### src/rtl/alu_exec_unit.sv
// alu_exec_unit: execute stage for the multi-cycle MIPS datapath.
// Purpose: ALU-control decode, combinational ALU, and an iterative
// multiply/divide engine that owns the HI/LO registers.
// Ports:
//   clk, reset            rising-edge clock, synchronous active-high reset
//   ALUOp[1:0], func[5:0] decode inputs (00 add, 01 sub, 1x R-type)
//   A, B                  operands (rs, rt/imm)
//   start                 engine request (mult/multu/div/divu/mthi/mtlo)
//   ALUCtrl, Result, Zero combinational ALU outputs (mfhi/mflo override)
//   HI, LO                HI/LO registers
//   busy, done, div_zero  engine status (registered)
module alu_exec_unit #(
  parameter int unsigned WIDTH = 32
) (
  input  logic             clk,
  input  logic             reset,
  input  logic [1:0]       ALUOp,
  input  logic [5:0]       func,
  input  logic [WIDTH-1:0] A,
  input  logic [WIDTH-1:0] B,
  input  logic             start,
  output logic [2:0]       ALUCtrl,
  output logic [WIDTH-1:0] Result,
  output logic             Zero,
  output logic [WIDTH-1:0] HI,
  output logic [WIDTH-1:0] LO,
  output logic             busy,
  output logic             done,
  output logic             div_zero
);

  localparam int unsigned CW = $clog2(WIDTH);

  localparam logic [5:0] F_ADD   = 6'b100000;
  localparam logic [5:0] F_ADDU  = 6'b100001;
  localparam logic [5:0] F_SUB   = 6'b100010;
  localparam logic [5:0] F_AND   = 6'b100100;
  localparam logic [5:0] F_OR    = 6'b100101;
  localparam logic [5:0] F_NOR   = 6'b100111;
  localparam logic [5:0] F_SLT   = 6'b101010;
  localparam logic [5:0] F_SLTU  = 6'b101011;
  localparam logic [5:0] F_MFHI  = 6'b010000;
  localparam logic [5:0] F_MTHI  = 6'b010001;
  localparam logic [5:0] F_MFLO  = 6'b010010;
  localparam logic [5:0] F_MTLO  = 6'b010011;
  localparam logic [5:0] F_MULT  = 6'b011000;
  localparam logic [5:0] F_MULTU = 6'b011001;
  localparam logic [5:0] F_DIV   = 6'b011010;
  localparam logic [5:0] F_DIVU  = 6'b011011;

  typedef enum logic [2:0] {S_IDLE, S_MUL, S_DIV, S_FIX, S_DONE} state_t;

  state_t             state_q;
  logic [WIDTH-1:0]   hi_q, lo_q, bmag_q, quo_q;
  logic [WIDTH:0]     rem_q;
  logic [CW-1:0]      cnt_q;
  logic               busy_q, done_q, dz_q, neg_q, remneg_q, isdiv_q;

  logic [WIDTH-1:0]   alu_res;
  logic               eng_req, signed_op;
  logic [WIDTH-1:0]   a_mag, b_mag;
  logic [WIDTH:0]     mul_acc, div_shift, div_trial, rem_d;
  logic [WIDTH-1:0]   quo_d, fix_hi, fix_lo;
  logic [2*WIDTH-1:0] prod, prod_fix;

  // ALU control decode
  always_comb begin
    ALUCtrl = 3'b100;
    if (ALUOp == 2'b01) begin
      ALUCtrl = 3'b110;
    end else if (ALUOp[1]) begin
      case (func)
        F_ADD:   ALUCtrl = 3'b100;
        F_ADDU:  ALUCtrl = 3'b101;
        F_SUB:   ALUCtrl = 3'b110;
        F_AND:   ALUCtrl = 3'b000;
        F_OR:    ALUCtrl = 3'b001;
        F_NOR:   ALUCtrl = 3'b010;
        F_SLT:   ALUCtrl = 3'b011;
        F_SLTU:  ALUCtrl = 3'b111;
        default: ALUCtrl = 3'b100;
      endcase
    end
  end

  // Combinational ALU; mfhi/mflo read the committed HI/LO
  always_comb begin
    case (ALUCtrl)
      3'b000:  alu_res = A & B;
      3'b001:  alu_res = A | B;
      3'b010:  alu_res = ~(A | B);
      3'b011:  alu_res = WIDTH'($signed(A) < $signed(B));
      3'b110:  alu_res = A - B;
      3'b111:  alu_res = WIDTH'(A < B);
      default: alu_res = A + B;
    endcase
    Result = alu_res;
    if (ALUOp[1] && func == F_MFHI) begin
      Result = hi_q;
    end else if (ALUOp[1] && func == F_MFLO) begin
      Result = lo_q;
    end
  end

  assign Zero = (Result == '0);

  // Engine request qualification and operand magnitudes
  always_comb begin
    eng_req   = start && ALUOp[1] &&
                (func inside {F_MULT, F_MULTU, F_DIV, F_DIVU, F_MTHI, F_MTLO});
    signed_op = ~func[0];
    a_mag     = (signed_op && A[WIDTH-1]) ? -A : A;
    b_mag     = (signed_op && B[WIDTH-1]) ? -B : B;
  end

  // One iteration step: shift-add multiply or restoring divide
  always_comb begin
    mul_acc   = quo_q[0] ? (rem_q + {1'b0, bmag_q}) : rem_q;
    div_shift = {rem_q[WIDTH-1:0], quo_q[WIDTH-1]};
    div_trial = div_shift - {1'b0, bmag_q};
    if (state_q == S_DIV) begin
      // Negative trial (MSB set) means the divisor did not fit: restore
      if (div_trial[WIDTH]) begin
        rem_d = div_shift;
        quo_d = {quo_q[WIDTH-2:0], 1'b0};
      end else begin
        rem_d = div_trial;
        quo_d = {quo_q[WIDTH-2:0], 1'b1};
      end
    end else begin
      rem_d = {1'b0, mul_acc[WIDTH:1]};
      quo_d = {mul_acc[0], quo_q[WIDTH-1:1]};
    end
  end

  // Sign correction applied in FIX
  always_comb begin
    prod     = {rem_q[WIDTH-1:0], quo_q};
    prod_fix = neg_q ? -prod : prod;
    if (isdiv_q) begin
      fix_lo = neg_q ? -quo_q : quo_q;
      fix_hi = remneg_q ? -rem_q[WIDTH-1:0] : rem_q[WIDTH-1:0];
    end else begin
      fix_lo = prod_fix[WIDTH-1:0];
      fix_hi = prod_fix[2*WIDTH-1:WIDTH];
    end
  end

  // Engine FSM, HI/LO and status registers
  always_ff @(posedge clk) begin
    if (reset) begin
      state_q  <= S_IDLE;
      hi_q     <= '0;
      lo_q     <= '0;
      bmag_q   <= '0;
      quo_q    <= '0;
      rem_q    <= '0;
      cnt_q    <= '0;
      busy_q   <= 1'b0;
      done_q   <= 1'b0;
      dz_q     <= 1'b0;
      neg_q    <= 1'b0;
      remneg_q <= 1'b0;
      isdiv_q  <= 1'b0;
    end else begin
      done_q <= 1'b0;
      case (state_q)
        S_IDLE: begin
          if (eng_req) begin
            dz_q <= 1'b0;
            if (func == F_MTHI) begin
              hi_q <= A;
            end else if (func == F_MTLO) begin
              lo_q <= A;
            end else if (func[1] && B == '0) begin
              // Divide by zero finishes immediately without iterating
              lo_q    <= '1;
              hi_q    <= A;
              dz_q    <= 1'b1;
              done_q  <= 1'b1;
              state_q <= S_DONE;
            end else begin
              rem_q    <= '0;
              quo_q    <= a_mag;
              bmag_q   <= b_mag;
              neg_q    <= signed_op && (A[WIDTH-1] ^ B[WIDTH-1]);
              remneg_q <= signed_op && A[WIDTH-1];
              isdiv_q  <= func[1];
              cnt_q    <= '0;
              busy_q   <= 1'b1;
              state_q  <= func[1] ? S_DIV : S_MUL;
            end
          end
        end
        S_MUL, S_DIV: begin
          rem_q <= rem_d;
          quo_q <= quo_d;
          if (cnt_q == CW'(WIDTH - 1)) begin
            cnt_q   <= '0;
            state_q <= S_FIX;
          end else begin
            cnt_q <= cnt_q + CW'(1);
          end
        end
        S_FIX: begin
          hi_q    <= fix_hi;
          lo_q    <= fix_lo;
          busy_q  <= 1'b0;
          done_q  <= 1'b1;
          state_q <= S_DONE;
        end
        default: state_q <= S_IDLE;
      endcase
    end
  end

  assign HI       = hi_q;
  assign LO       = lo_q;
  assign busy     = busy_q;
  assign done     = done_q;
  assign div_zero = dz_q;

endmodule

### config.mk
export PLATFORM = sky130hd
export DESIGN_NAME = alu_exec_unit
export DESIGN_NICKNAME = d
export VERILOG_FILES = /design/src/rtl/alu_exec_unit.sv
export SDC_FILE = /design/constraint.sdc
export NUM_CORES = 1
export LEC_CHECK = 0
export ABC_CLOCK_PERIOD_IN_PS = 5900
export CAP_MARGIN = 0
export CELL_PAD_IN_SITES_DETAIL_PLACEMENT = 0
export CELL_PAD_IN_SITES_GLOBAL_PLACEMENT = 1
export CORE_UTILIZATION = 40
export DETAILED_ROUTE_END_ITERATION = 6
export PLACE_DENSITY_LB_ADDON = 0.1
export SETUP_SLACK_MARGIN = 0.15
export SYNTH_ARGS = -nofsm -noshare
export SYNTH_HDL_FRONTEND = slang
export SYNTH_SLANG_ARGS = --single-unit
### constraint.sdc
create_clock -name clk -period 5.9 [get_ports clk]
set_input_delay 1.18 -clock clk [delete_from_list [all_inputs] [get_ports clk]]
set_output_delay 1.18 -clock clk [all_outputs]
set_load 0.05 [all_outputs]
==> impl_metrics.csv <==
group,metric,value,unit
run_status,status,"complete, but fails checks",
run_status,violations,"design-rule violations, negative setup slack",
sta,setup-violations-final,1,
logic_synthesis,synth-seq-cells,175,
finish,fillers,4891,
routing,drt-initial-drc-count,2400,
setup_path,crit_fanout,3,
clock_network,cts_buffer_depth,2,
logic_synthesis,syn_nets,3172,
routing,routed_wirelength,99000,um
routing,vias,25200,
finish,final_cells,4153,
clock_network,ctsHoldBuffers,0,
finish,final_core_util,56.4,%
setup_path,r2r_cells,21,
clock_network,cts_tree,"yes",
sta,clock_skew,0.0151,ns
global_routing,grt_pass1_vias,24100,
sta,hold_viol,0,
global_routing,grt_usage,37.0,%
sta,hold_slack,0.461,ns
setup_path,max_stage_delay,0.52,ns
floorplan,io_pins,178,
logic_synthesis,synth.top_cell.area_share,17.0,%
placed_design,port_buffers,177,
logic_synthesis,synth_ff_type,"dfxtp_1",
global_routing,grt_max_degree,82,
sta,tightestPinTransition,1.12,ns
logic_synthesis,synth_most_common_cell,"nor2_1",
global_routing,antenna_found_initial,1,
routing,route.detailed.drc,1,
min_path,hp-start,"busy$_SDFFE_PP0P_",
clock_network,htree_levels,4,
logic_synthesis,synth_cell_type_count,88,
sta,period_minus_slack,6.49,ns
sta,fin_crit_sh,110,%
sta,fmax,0.154,GHz
min_path,whs_endpoint,"busy$_SDFFE_PP0P_",
clock_network,clkSinkCount,175,
sta,slew_viol_final,0,
floorplan,die_h,229,um
floorplan,start_util,40.8,%
setup_path,rr_startpoint,"quo_q[31]$_SDFFE_PP0P_",
clock_network,cts-root-buf,"clkbuf_16",
logic_synthesis,synthArstFlopShare,0,%
power_and_ir_drop,p_per_area,211,nW/um^2
logic_synthesis,syn_area_per_cell,7.04,um^2
logic_synthesis,synth_edf_count,0,
finish,area_growth_syn_to_layout,38.1,%
clock_network,cts_made_buffers,17,
power_and_ir_drop,power_leakage,11.8,nW
finish,nNetsFinal,3714,
setup_path,crit_path_cell_trace,"buf_6 > inv_4 > ha_4 > inv_2 > fa_2 > nor2b_4 > o2111a_2 > o31ai_4 > and2_4 > a31oi_4 > buf_6 > and3_1 > or4_4 > a31o_1 > or4_1 > or4b_4 > nor4_2 > buf_4 > buf_12",
setup_path,cpMostUsedCell,"buf_6",
logic_synthesis,yosys.area.top_type,"dfxtp_1",
power_and_ir_drop,ir_drop,0.000265,V
clock_network,path_clk_slew,0.07,ns
min_path,hold_depth,2,
global_routing,grt.overflow.total,0,
setup_path,cp.required,4.72,ns
clock_network,clock_latency,0.47,ns
routing,firstDrtPassIters,7,
setup_path,crit_path_start_kind,"primary input",
floorplan,row_count,82,
setup_path,crit_type,"in2out",
setup_path,worstReg2RegEnd,"rem_q[7]$_SDFFE_PP0P_",
floorplan,die_area,52400,um^2
logic_synthesis,ys_warn_count,0,
placed_design,dpl.hpwl,79800,um
logic_synthesis,synth_common_cells,"nor2_1 (327), nand2_1 (306), a21oi_1 (227), dfxtp_1 (175), ha_1 (167)",
placed_design,pre_cts_ws,-1.30,ns
logic_synthesis,synth_area_leaders,"dfxtp_1 (17%), ha_1 (10%), nor2_1 (6.0%), xnor2_1 (5.9%), nand2_1 (5.6%)",
floorplan,fp.dieW,229,um
placed_design,placedCellCount,4085,
routing,ant_nets,0,
finish,drive_gt1_share,24.5,%
min_path,hp-class,"reg2reg",
sta,rsz0062_at_grt,"yes",
placed_design,gp_congestion,1.00,
setup_path,end_kind,"output pin",
setup_path,ff2ff_setup_slack,0.94,ns
flow_run,cap_violations,0,
floorplan,coreArea,50500,um^2
routing,routedWlPerCell,23.8,um
sta,finalSetupTns,-0.586,ns
sta,finalWorstSetupSlack,-0.586,ns
routing,via_per_inst,6.08,
logic_synthesis,syn_area,20600,um^2
logic_synthesis,synthCells,2926,
global_routing,grt_pass1_wl,150000,um
finish,n_antenna_cell,0,
sta,max_slew_margin,25.3,%
logic_synthesis,yosysSeqAreaShare,17.0,%
setup_path,arrival,5.31,ns
setup_path,worst_path_max_delay_cell,"or4b_4",
==> through the flow <==
| step | instance area [um^2] | total power, W |
|---|---|---|
| 2_1_floorplan | 20700 | 0.00337 |
| 3_3_place_gp | 26800 | 0.00466 |
| 3_5_place_dp | 26800 | 0.00469 |
| 4_1_cts | 28000 | 0.00590 |
| 5_1_grt | 28500 | 0.00633 |
| 6_report | 28500 | 0.00602 |
==> flip-flops by register name, summed over array words and instances (netlist names) <==
| name | cells |
|---|---|
| state_q | 3 |
| quo_q | 32 |
| remneg_q | 1 |
| cnt_q | 5 |
| HI | 32 |
| isdiv_q | 1 |
| busy | 1 |
| done | 1 |
| rem_q | 33 |
| div_zero | 1 |
| LO | 32 |
| neg_q | 1 |
| bmag_q | 32 |
==> layout make-up <==
type / instances / area [um^2] / share of cell area (%)
Inverter: 156 / 596 / 2.09
Sequential cell: 175 / 3500 / 12.3
Tap cell: 672 / 841 / 2.96
Timing Repair Buffer: 724 / 6220 / 21.9
Multi-Input combinational cell: 2394 / 16700 / 58.8
Clock inverter: 14 / 135 / 0.475
Clock buffer: 18 / 429 / 1.51
==> layout by cell type, fill, tap and decap left out, drive strengths merged, types with 37 or more instances in the layout <==
| cell | n |
|---|---|
| nand3 | 58 |
| a21oi | 228 |
| nor2 | 327 |
| mux2i | 53 |
| dfxtp | 175 |
| nor2b | 37 |
| xnor2 | 139 |
| inv | 157 |
| nand2b | 39 |
| xor2 | 50 |
| nand2 | 306 |
| a311oi | 77 |
| buf | 591 |
| a21o | 50 |
| ha | 167 |
| a211oi | 89 |
| o21ai | 170 |
| clkdlybuf4s50 | 95 |
| nor3 | 67 |
==> worst max path at each step <==
stage	from	end	slack, ns
after floorplan	B[8]	Zero	-0.66
after global placement	A[15]	Zero	-1.26
after detailed placement	A[0]	Zero	-1.30
after CTS	B[7]	Zero	-0.66
after global routing	A[0]	Zero	-0.67
final	A[0]	Zero	-0.59
==> cells by family after synthesis <==
kind of cell,Yosys count,share of synthesized area [%]
xor gates and xnor gates,189,8.03
buffers and inverters,357,6.75
muxes,56,2.74
DFF,175,17.0
AOI/OAI and AO/OA,951,31.6
and+or+nand+nor,1027,23.3
adders and majority gates,171,10.5
==> worst max-delay path, delay by kind of cell <==
kind	cells	cell delay (ns)
AOI/OAI and AO/OA	4	0.88
and+or+nand+nor	7	2.07
adders and majority gates	2	0.54
buffers and inverters	6	0.63
==> report_power, final <==
group	leakage (nW)	switching (W)	internal (W)	total, W
sequential	1.41	0.000128	0.00125	0.00138
clock	0.270	0.000552	0.000590	0.00114
combinational	10.1	0.00204	0.00146	0.00350
==> metal layers <==
layer  vias to the layer above  GRT usage, %  share of wire [%]  wire [um]
met5                         -             0                  0          0
met4                         0          10.4                2.5       2490
met3                       134          6.20                8.1       8070
met2                      1124          58.4                 45      44100
met1                     12200          51.3                 45      44300
li1                      11800             -                  -          -
==> what timing repair did <==
action	in CTS	in global routing
setup endpoints to repair	14	5
pin swaps	52	31
cloned	0	0
gates resized for setup	211	123
setup buffers	19	17
(Power assumes the default switching activity.)
